`src/rtl/msrv32_csr_file.sv`:
```
// Machine-mode CSR file for a single-hart RV32 core: status/trap CSRs,
// interrupt enable/pending, and the 64-bit cycle and instret counters.
module msrv32_csr_file (
  input  logic        clk_in,
  input  logic        rst_in,
  input  logic        wr_en_in,
  input  logic [11:0] csr_addr_in,
  input  logic [2:0]  csr_op_in,
  input  logic [31:0] rs1_in,
  input  logic [4:0]  imm_in,
  input  logic [31:0] pc_in,
  input  logic        trap_taken_in,
  input  logic [4:0]  trap_cause_in,
  input  logic [31:0] trap_val_in,
  input  logic        mret_in,
  input  logic        instret_inc_in,
  input  logic        sw_irq_in,
  input  logic        timer_irq_in,
  input  logic        ext_irq_in,
  output logic [31:0] csr_data_out,
  output logic        illegal_csr_out,
  output logic [31:0] trap_address_out,
  output logic [31:0] epc_out,
  output logic        mie_global_out,
  output logic        irq_pending_out
);

  localparam logic [11:0] CSR_MSTATUS   = 12'h300;
  localparam logic [11:0] CSR_MISA      = 12'h301;
  localparam logic [11:0] CSR_MIE       = 12'h304;
  localparam logic [11:0] CSR_MTVEC     = 12'h305;
  localparam logic [11:0] CSR_MSCRATCH  = 12'h340;
  localparam logic [11:0] CSR_MEPC      = 12'h341;
  localparam logic [11:0] CSR_MCAUSE    = 12'h342;
  localparam logic [11:0] CSR_MTVAL     = 12'h343;
  localparam logic [11:0] CSR_MIP       = 12'h344;
  localparam logic [11:0] CSR_MCYCLE    = 12'hB00;
  localparam logic [11:0] CSR_MINSTRET  = 12'hB02;
  localparam logic [11:0] CSR_MCYCLEH   = 12'hB80;
  localparam logic [11:0] CSR_MINSTRETH = 12'hB82;
  localparam logic [11:0] CSR_CYCLE     = 12'hC00;
  localparam logic [11:0] CSR_INSTRET   = 12'hC02;
  localparam logic [11:0] CSR_CYCLEH    = 12'hC80;
  localparam logic [11:0] CSR_INSTRETH  = 12'hC82;
  localparam logic [11:0] CSR_MHARTID   = 12'hF14;

  logic        mstatus_mie;
  logic        mstatus_mpie;
  logic [2:0]  mie_bits;     // {meie, mtie, msie}
  logic [2:0]  mip_bits;     // {meip, mtip, msip}
  logic [31:0] mtvec;
  logic [31:0] mscratch;
  logic [31:0] mepc;
  logic [31:0] mcause;
  logic [31:0] mtval;
  logic [63:0] mcycle;
  logic [63:0] minstret;

  logic [31:0] rdata;
  logic        implemented;
  logic        writable;
  logic [31:0] operand;
  logic [31:0] wdata;
  logic        op_valid;
  logic        wr_fire;

  always_comb begin
    rdata       = 32'h0;
    implemented = 1'b1;
    writable    = 1'b0;
    case (csr_addr_in)
      CSR_MSTATUS: begin
        rdata    = {19'b0, 2'b11, 3'b0, mstatus_mpie, 3'b0, mstatus_mie, 3'b0};
        writable = 1'b1;
      end
      CSR_MISA:      rdata = 32'h4000_0100;
      CSR_MHARTID:   rdata = 32'h0;
      CSR_MIE: begin
        rdata    = {20'b0, mie_bits[2], 3'b0, mie_bits[1], 3'b0, mie_bits[0], 3'b0};
        writable = 1'b1;
      end
      CSR_MIP:       rdata = {20'b0, mip_bits[2], 3'b0, mip_bits[1], 3'b0, mip_bits[0], 3'b0};
      CSR_MTVEC:     begin rdata = mtvec;    writable = 1'b1; end
      CSR_MSCRATCH:  begin rdata = mscratch; writable = 1'b1; end
      CSR_MEPC:      begin rdata = mepc;     writable = 1'b1; end
      CSR_MCAUSE:    begin rdata = mcause;   writable = 1'b1; end
      CSR_MTVAL:     begin rdata = mtval;    writable = 1'b1; end
      CSR_MCYCLE:    begin rdata = mcycle[31:0];    writable = 1'b1; end
      CSR_MCYCLEH:   begin rdata = mcycle[63:32];   writable = 1'b1; end
      CSR_MINSTRET:  begin rdata = minstret[31:0];  writable = 1'b1; end
      CSR_MINSTRETH: begin rdata = minstret[63:32]; writable = 1'b1; end
      CSR_CYCLE:     rdata = mcycle[31:0];
      CSR_CYCLEH:    rdata = mcycle[63:32];
      CSR_INSTRET:   rdata = minstret[31:0];
      CSR_INSTRETH:  rdata = minstret[63:32];
      default:       implemented = 1'b0;
    endcase
  end

  assign csr_data_out    = rdata;
  assign illegal_csr_out = ~implemented | (wr_en_in & (csr_addr_in[11:10] == 2'b11));

  // Read-modify-write value is built from the pre-write read data.
  always_comb begin
    operand  = csr_op_in[2] ? {27'b0, imm_in} : rs1_in;
    op_valid = 1'b1;
    case (csr_op_in[1:0])
      2'b01:   wdata = operand;
      2'b10:   wdata = rdata | operand;
      2'b11:   wdata = rdata & ~operand;
      default: begin wdata = rdata; op_valid = 1'b0; end
    endcase
  end

  assign wr_fire = wr_en_in & writable & op_valid;

  always_ff @(posedge clk_in or posedge rst_in) begin
    if (rst_in) begin
      mstatus_mie  <= 1'b0;
      mstatus_mpie <= 1'b0;
      mepc         <= 32'h0;
      mcause       <= 32'h0;
      mtval        <= 32'h0;
    end else if (trap_taken_in) begin
      mstatus_mpie <= mstatus_mie;
      mstatus_mie  <= 1'b0;
      mepc         <= pc_in & 32'hFFFF_FFFC;
      mcause       <= {trap_cause_in[4], 27'b0, trap_cause_in[3:0]};
      mtval        <= trap_val_in;
    end else begin
      if (mret_in) begin
        mstatus_mie  <= mstatus_mpie;
        mstatus_mpie <= 1'b1;
      end else if (wr_fire && csr_addr_in == CSR_MSTATUS) begin
        mstatus_mie  <= wdata[3];
        mstatus_mpie <= wdata[7];
      end
      // mret touches only mstatus, so writes to the other trap CSRs proceed.
      if (wr_fire && csr_addr_in == CSR_MEPC)   mepc   <= wdata & 32'hFFFF_FFFC;
      if (wr_fire && csr_addr_in == CSR_MCAUSE) mcause <= wdata;
      if (wr_fire && csr_addr_in == CSR_MTVAL)  mtval  <= wdata;
    end
  end

  always_ff @(posedge clk_in or posedge rst_in) begin
    if (rst_in) begin
      mie_bits <= 3'b0;
      mip_bits <= 3'b0;
      mtvec    <= 32'h0;
      mscratch <= 32'h0;
    end else begin
      mip_bits <= {ext_irq_in, timer_irq_in, sw_irq_in};
      if (wr_fire && csr_addr_in == CSR_MIE)
        mie_bits <= {wdata[11], wdata[7], wdata[3]};
      // Reserved mode encodings 1x keep the previous mode; the base always updates.
      if (wr_fire && csr_addr_in == CSR_MTVEC)
        mtvec <= {wdata[31:2], wdata[1] ? mtvec[1:0] : wdata[1:0]};
      if (wr_fire && csr_addr_in == CSR_MSCRATCH)
        mscratch <= wdata;
    end
  end

  always_ff @(posedge clk_in or posedge rst_in) begin
    if (rst_in) begin
      mcycle   <= 64'h0;
      minstret <= 64'h0;
    end else begin
      if (wr_fire && csr_addr_in == CSR_MCYCLE)
        mcycle <= {mcycle[63:32], wdata};
      else if (wr_fire && csr_addr_in == CSR_MCYCLEH)
        mcycle <= {wdata, mcycle[31:0]};
      else
        mcycle <= mcycle + 64'd1;

      if (wr_fire && csr_addr_in == CSR_MINSTRET)
        minstret <= {minstret[63:32], wdata};
      else if (wr_fire && csr_addr_in == CSR_MINSTRETH)
        minstret <= {wdata, minstret[31:0]};
      else if (instret_inc_in)
        minstret <= minstret + 64'd1;
    end
  end

  always_comb begin
    trap_address_out = {mtvec[31:2], 2'b00};
    if (mtvec[1:0] == 2'b01 && trap_cause_in[4])
      trap_address_out = {mtvec[31:2], 2'b00} + {26'b0, trap_cause_in[3:0], 2'b00};
  end

  assign epc_out         = mepc;
  assign mie_global_out  = mstatus_mie;
  assign irq_pending_out = mstatus_mie & |(mie_bits & mip_bits);

endmodule

```
`config.mk`:
```
export PLATFORM = sky130hd
export DESIGN_NAME = msrv32_csr_file
export DESIGN_NICKNAME = d
export VERILOG_FILES = /design/src/rtl/msrv32_csr_file.sv
export SDC_FILE = /design/constraint.sdc
export NUM_CORES = 1
export LEC_CHECK = 0
export CORE_MARGIN = 1
export CORE_UTILIZATION = 52
export CTS_CLUSTER_SIZE = 12
export DETAILED_ROUTE_END_ITERATION = 10
export PLACE_DENSITY = 0.81
export SETUP_SLACK_MARGIN = 0.2
export SLEW_MARGIN = 30
export SYNTH_ARGS = -nofsm -noshare
export SYNTH_HDL_FRONTEND = slang
export SYNTH_SLANG_ARGS = --single-unit
```
`constraint.sdc`:
```
create_clock -name clk_in -period 9.4 [get_ports clk_in]
set_clock_uncertainty 0.1 [all_clocks]
set_input_delay 1.88 -clock clk_in [delete_from_list [all_inputs] [get_ports clk_in]]
set_output_delay 1.88 -clock clk_in [all_outputs]
set_load 0.005 [all_outputs]
```
==> run_results.csv <==
group,metric,value,unit
clocking,htree_levels,2,
timing,timing.final.crit_period,8.125,ns
power,power.density,137.3,mW/mm²
finish,mostFrequentLayoutCells,"sky130_fd_sc_hd__dfrtp_1, sky130_fd_sc_hd__o21ai_0, sky130_fd_sc_hd__clkdlybuf4s50_1",
clocking,insertion_delay,0.56,ns
clocking,clock-root-buffer,"sky130_fd_sc_hd__clkbuf_16",
setup_path,critPathMostFrequentCell,"sky130_fd_sc_hd__clkdlybuf4s50_1",
timing,finalMaxSlewViolations,0,
power,design_power_total,3.204,mW
yosys,asr_flop_ratio_synth,100.0,%
yosys,synth.ff_latch_count,293,
global_routing,grt_max_degree,84,
clocking,postCtsSetupRepairBufs,0,
floorplan,design.portCount,229,
detailed_routing,drt_wl_cell,31.97,µm
clocking,maximum_count_of_clock_buffers_along_a_single_path,3,
clocking,post_cts_hold_buffer_count,0,
floorplan,chipWidth,195.4,µm
detailed_routing,vias,21650,
setup_path,arrival,6.14,ns
power,vdd.ir_drop.worst,0.0001085,V
timing,final.period_utilization,86.43,%
setup_path,critical_path.startpoint_type,"primary input",
hold_path,min_from,"mscratch[18]",
detailed_routing,drt_first_iter_violations,3227,
setup_path,timing.critical_path.max_delay_family,"buffers and inverters",
run_status,run_status,"completed",
floorplan,die_area,0.03816,mm²
placement,port_buffers,222,
clocking,clk_pin_slew,0.06,ns
detailed_routing,drtAntennaViolNets,0,
finish,nFillCells,3069,
setup_path,timing.critical_path.from,"csr_addr_in[7]",
clocking,tritoncts_num_sinks,293,
yosys,syn-mean-instance-area,8.508,µm²
detailed_routing,drt_pass1_iterations,7,
timing,setup-violations-final,0,
finish,post_route_cells_drive_above_1_share,9.165,%
power,leakage,9.067,nW
setup_path,path_max_fanout,25,
timing,setup_total_negative_slack,0,ns
yosys,syn-instance-count,2285,
job,timing.max_cap.violations,0,
yosys,synthDistinctLibCells,99,
setup_path,critical-path-max-stage-delay,1.04,ns
yosys,postSynth.topFlopCell,"sky130_fd_sc_hd__dfrtp_1",
global_routing,grt_usage,48.39,%
detailed_routing,avg_vias_per_cell,7.423,
timing,worst_slew_pin_slew,1.189,ns
global_routing,grt_pass1_wl,135900,µm
finish,layout.nets,2560,
floorplan,placement_rows,70,
timing,max_freq,123.1,MHz
global_routing,grt_antenna_before_repair,5,
detailed_routing,drc_violations,0,
finish,layout_commonest_cell,"sky130_fd_sc_hd__dfrtp_1",
setup_path,setup.worst_path.class,"in2out",
global_routing,grt.overflow.total,0,
floorplan,dieHeight,195.4,µm
yosys,synth_sequential_area_ratio,37.72,%
global_routing,first_global_vias,20240,
detailed_routing,routed_wl,93220,µm
setup_path,cp.buffers_inverters,3,
hold_path,worst_hold_path_class,"reg2reg",
yosys,synth_enable_flop_cells,0,
clocking,tritoncts,"done",
floorplan,floorplan.initialDensity,52.97,%
clocking,cts_made_buffers,35,
floorplan,design.core.area,0.03670,mm²
setup_path,worst_ep_required_time,7.42,ns
finish,syn_to_final_growth,20.02,%
setup_path,worst_r2r_startpoint,"mcycle[8]",
yosys,yosys_warnings,0,
setup_path,path_cells,"clkdlybuf4s50_1, buf_4, or4b_1, a211oi_2, a22o_1, or3_1, clkdlybuf4s50_1",
timing,relSlewSlack,20.60,%
clocking,post_cts.resized_instances,0,
timing,grt_setup_unrepaired,"no",
setup_path,crit_path_top_delay_cell,"sky130_fd_sc_hd__a211oi_2",
setup_path,cp-end-kind,"output port",
placement,detailedPlacementHpwl,65880,µm
yosys,synth.cell_area,0.01944,mm²
placement,gpl.final_weighted_congestion,1.098,
timing,hold_viol_final,0,
==> area by class of cell <==
cell class	count	area, µm²	share of cell area [%]
well taps	468	585.6	2.510
inverters	20	78.83	0.3379
clock inverters	9	88.84	0.3808
diodes	4	10.01	0.04290
flip-flops and latches	293	7332	31.43
clock buffers	49	979.7	4.199
repair buffers	300	2811	12.05
multi-input cells	1773	11440	49.05
==> power by group <==
part	internal (mW)	total, mW	leakage, nW	switching [mW]
logic	0.180	0.453	4.75	0.272
registers	1.32	1.41	3.79	0.0937
clock network	0.756	1.34	0.526	0.584
==> worst paths after layout <==
kind	slack [ns]	cells past startpoint	end
worst min-delay path	0.38	2	mscratch[18]
worst max-delay path	1.28	7	csr_data_out[16]
worst min register to register	0.38	2	mscratch[18]
min in group asynchronous	1.75	2	minstret[37]
worst max register to register	5.82	6	mcycle[59]
max in group asynchronous	5.62	4	mcycle[12]
==> worst register-to-register path: cells and delay by family, from the launching register on <==
family	cells	cell delay [ns]
and+or+nand+nor	4	2.42
DFF	1	0.59
AOI/OAI and AO/OA	2	0.38
==> sequential cells by signal, indices dropped and copies added (netlist names) <==
name and flops:
mie_bits 3, mtval 32, epc_out 30, mip_bits 3, mie_global_out 1, mstatus_mpie 1
mcause 32, minstret 64, mtvec 31, mcycle 64, mscratch 32
==> kinds of logic after synthesis <==
kind of cell / synth area share [%]
other: 0.01929
flip-flops: 37.72
AND/OR/NAND/NOR: 25.17
XOR/XNOR: 4.190
multiplexers: 3.830
AO/OA/AOI/OAI: 23.83
adder cells (fa/ha/maj): 0.4891
buffers and inverters: 4.763
==> per-stage QoR <==
stage / cells / cell area, µm² / setup slack (ns) / util (%) / hold slack, ns
2_1_floorplan: 2288 / 19450 / 3.531 / - / 0.3423
3_5_place_dp: 2851 / 22180 / 1.527 / 60.43 / 0.3709
3_3_place_gp: 2850 / 22110 / 1.559 / 60.26 / 0.3618
6_report: 2916 / 23330 / 1.275 / 63.58 / 0.3845
4_1_cts: 2909 / 23240 / 1.515 / 63.34 / 0.3840
5_1_grt: 2912 / 23320 / 1.386 / 63.55 / 0.4014
==> cells in the mapped netlist (all sizes together), types with 8 or more instances <==
master / n / area, µm²
a221oi: 21 / 183.9
o31ai: 9 / 67.56
a22o: 13 / 113.9
a222oi: 12 / 120.1
nand2: 215 / 807.0
xnor2: 56 / 490.5
nand3: 73 / 370.4
o22ai: 13 / 81.33
a31oi: 25 / 156.4
a221o: 8 / 80.08
mux2i: 53 / 530.5
o2bb2ai: 8 / 70.07
nor3: 59 / 315.3
nor2b: 14 / 87.58
and2: 21 / 131.4
nor2: 115 / 431.7
nand4b: 9 / 78.83
o21ai: 269 / 1354
mux2: 17 / 191.4
nor3b: 71 / 538.0
nand2b: 18 / 112.6
or3: 20 / 125.1
nor4: 30 / 285.3
buf: 76 / 376.6
clkbuf: 126 / 474.2
o211ai: 28 / 210.2
inv: 20 / 75.07
or2: 9 / 56.30
nand4: 106 / 675.6
and3: 32 / 201.5
a21oi: 168 / 840.8
xor2: 37 / 324.1
o2111ai: 11 / 96.34
a22oi: 34 / 255.2
or4b: 8 / 80.08
and4: 26 / 229.0
dfrtp: 293 / 7332
or4: 19 / 146.4
a211oi: 23 / 205.2
==> layer usage <==
metal,global-route usage (%),vias up,part of all wire (%)
met1,65.07,10510,38
met4,25.72,2,6.2
met3,14.13,391,15
li1,-,8933,-
met5,0,-,0.014
met2,70.17,1806,42
Power figures use the tool's default switching activity.
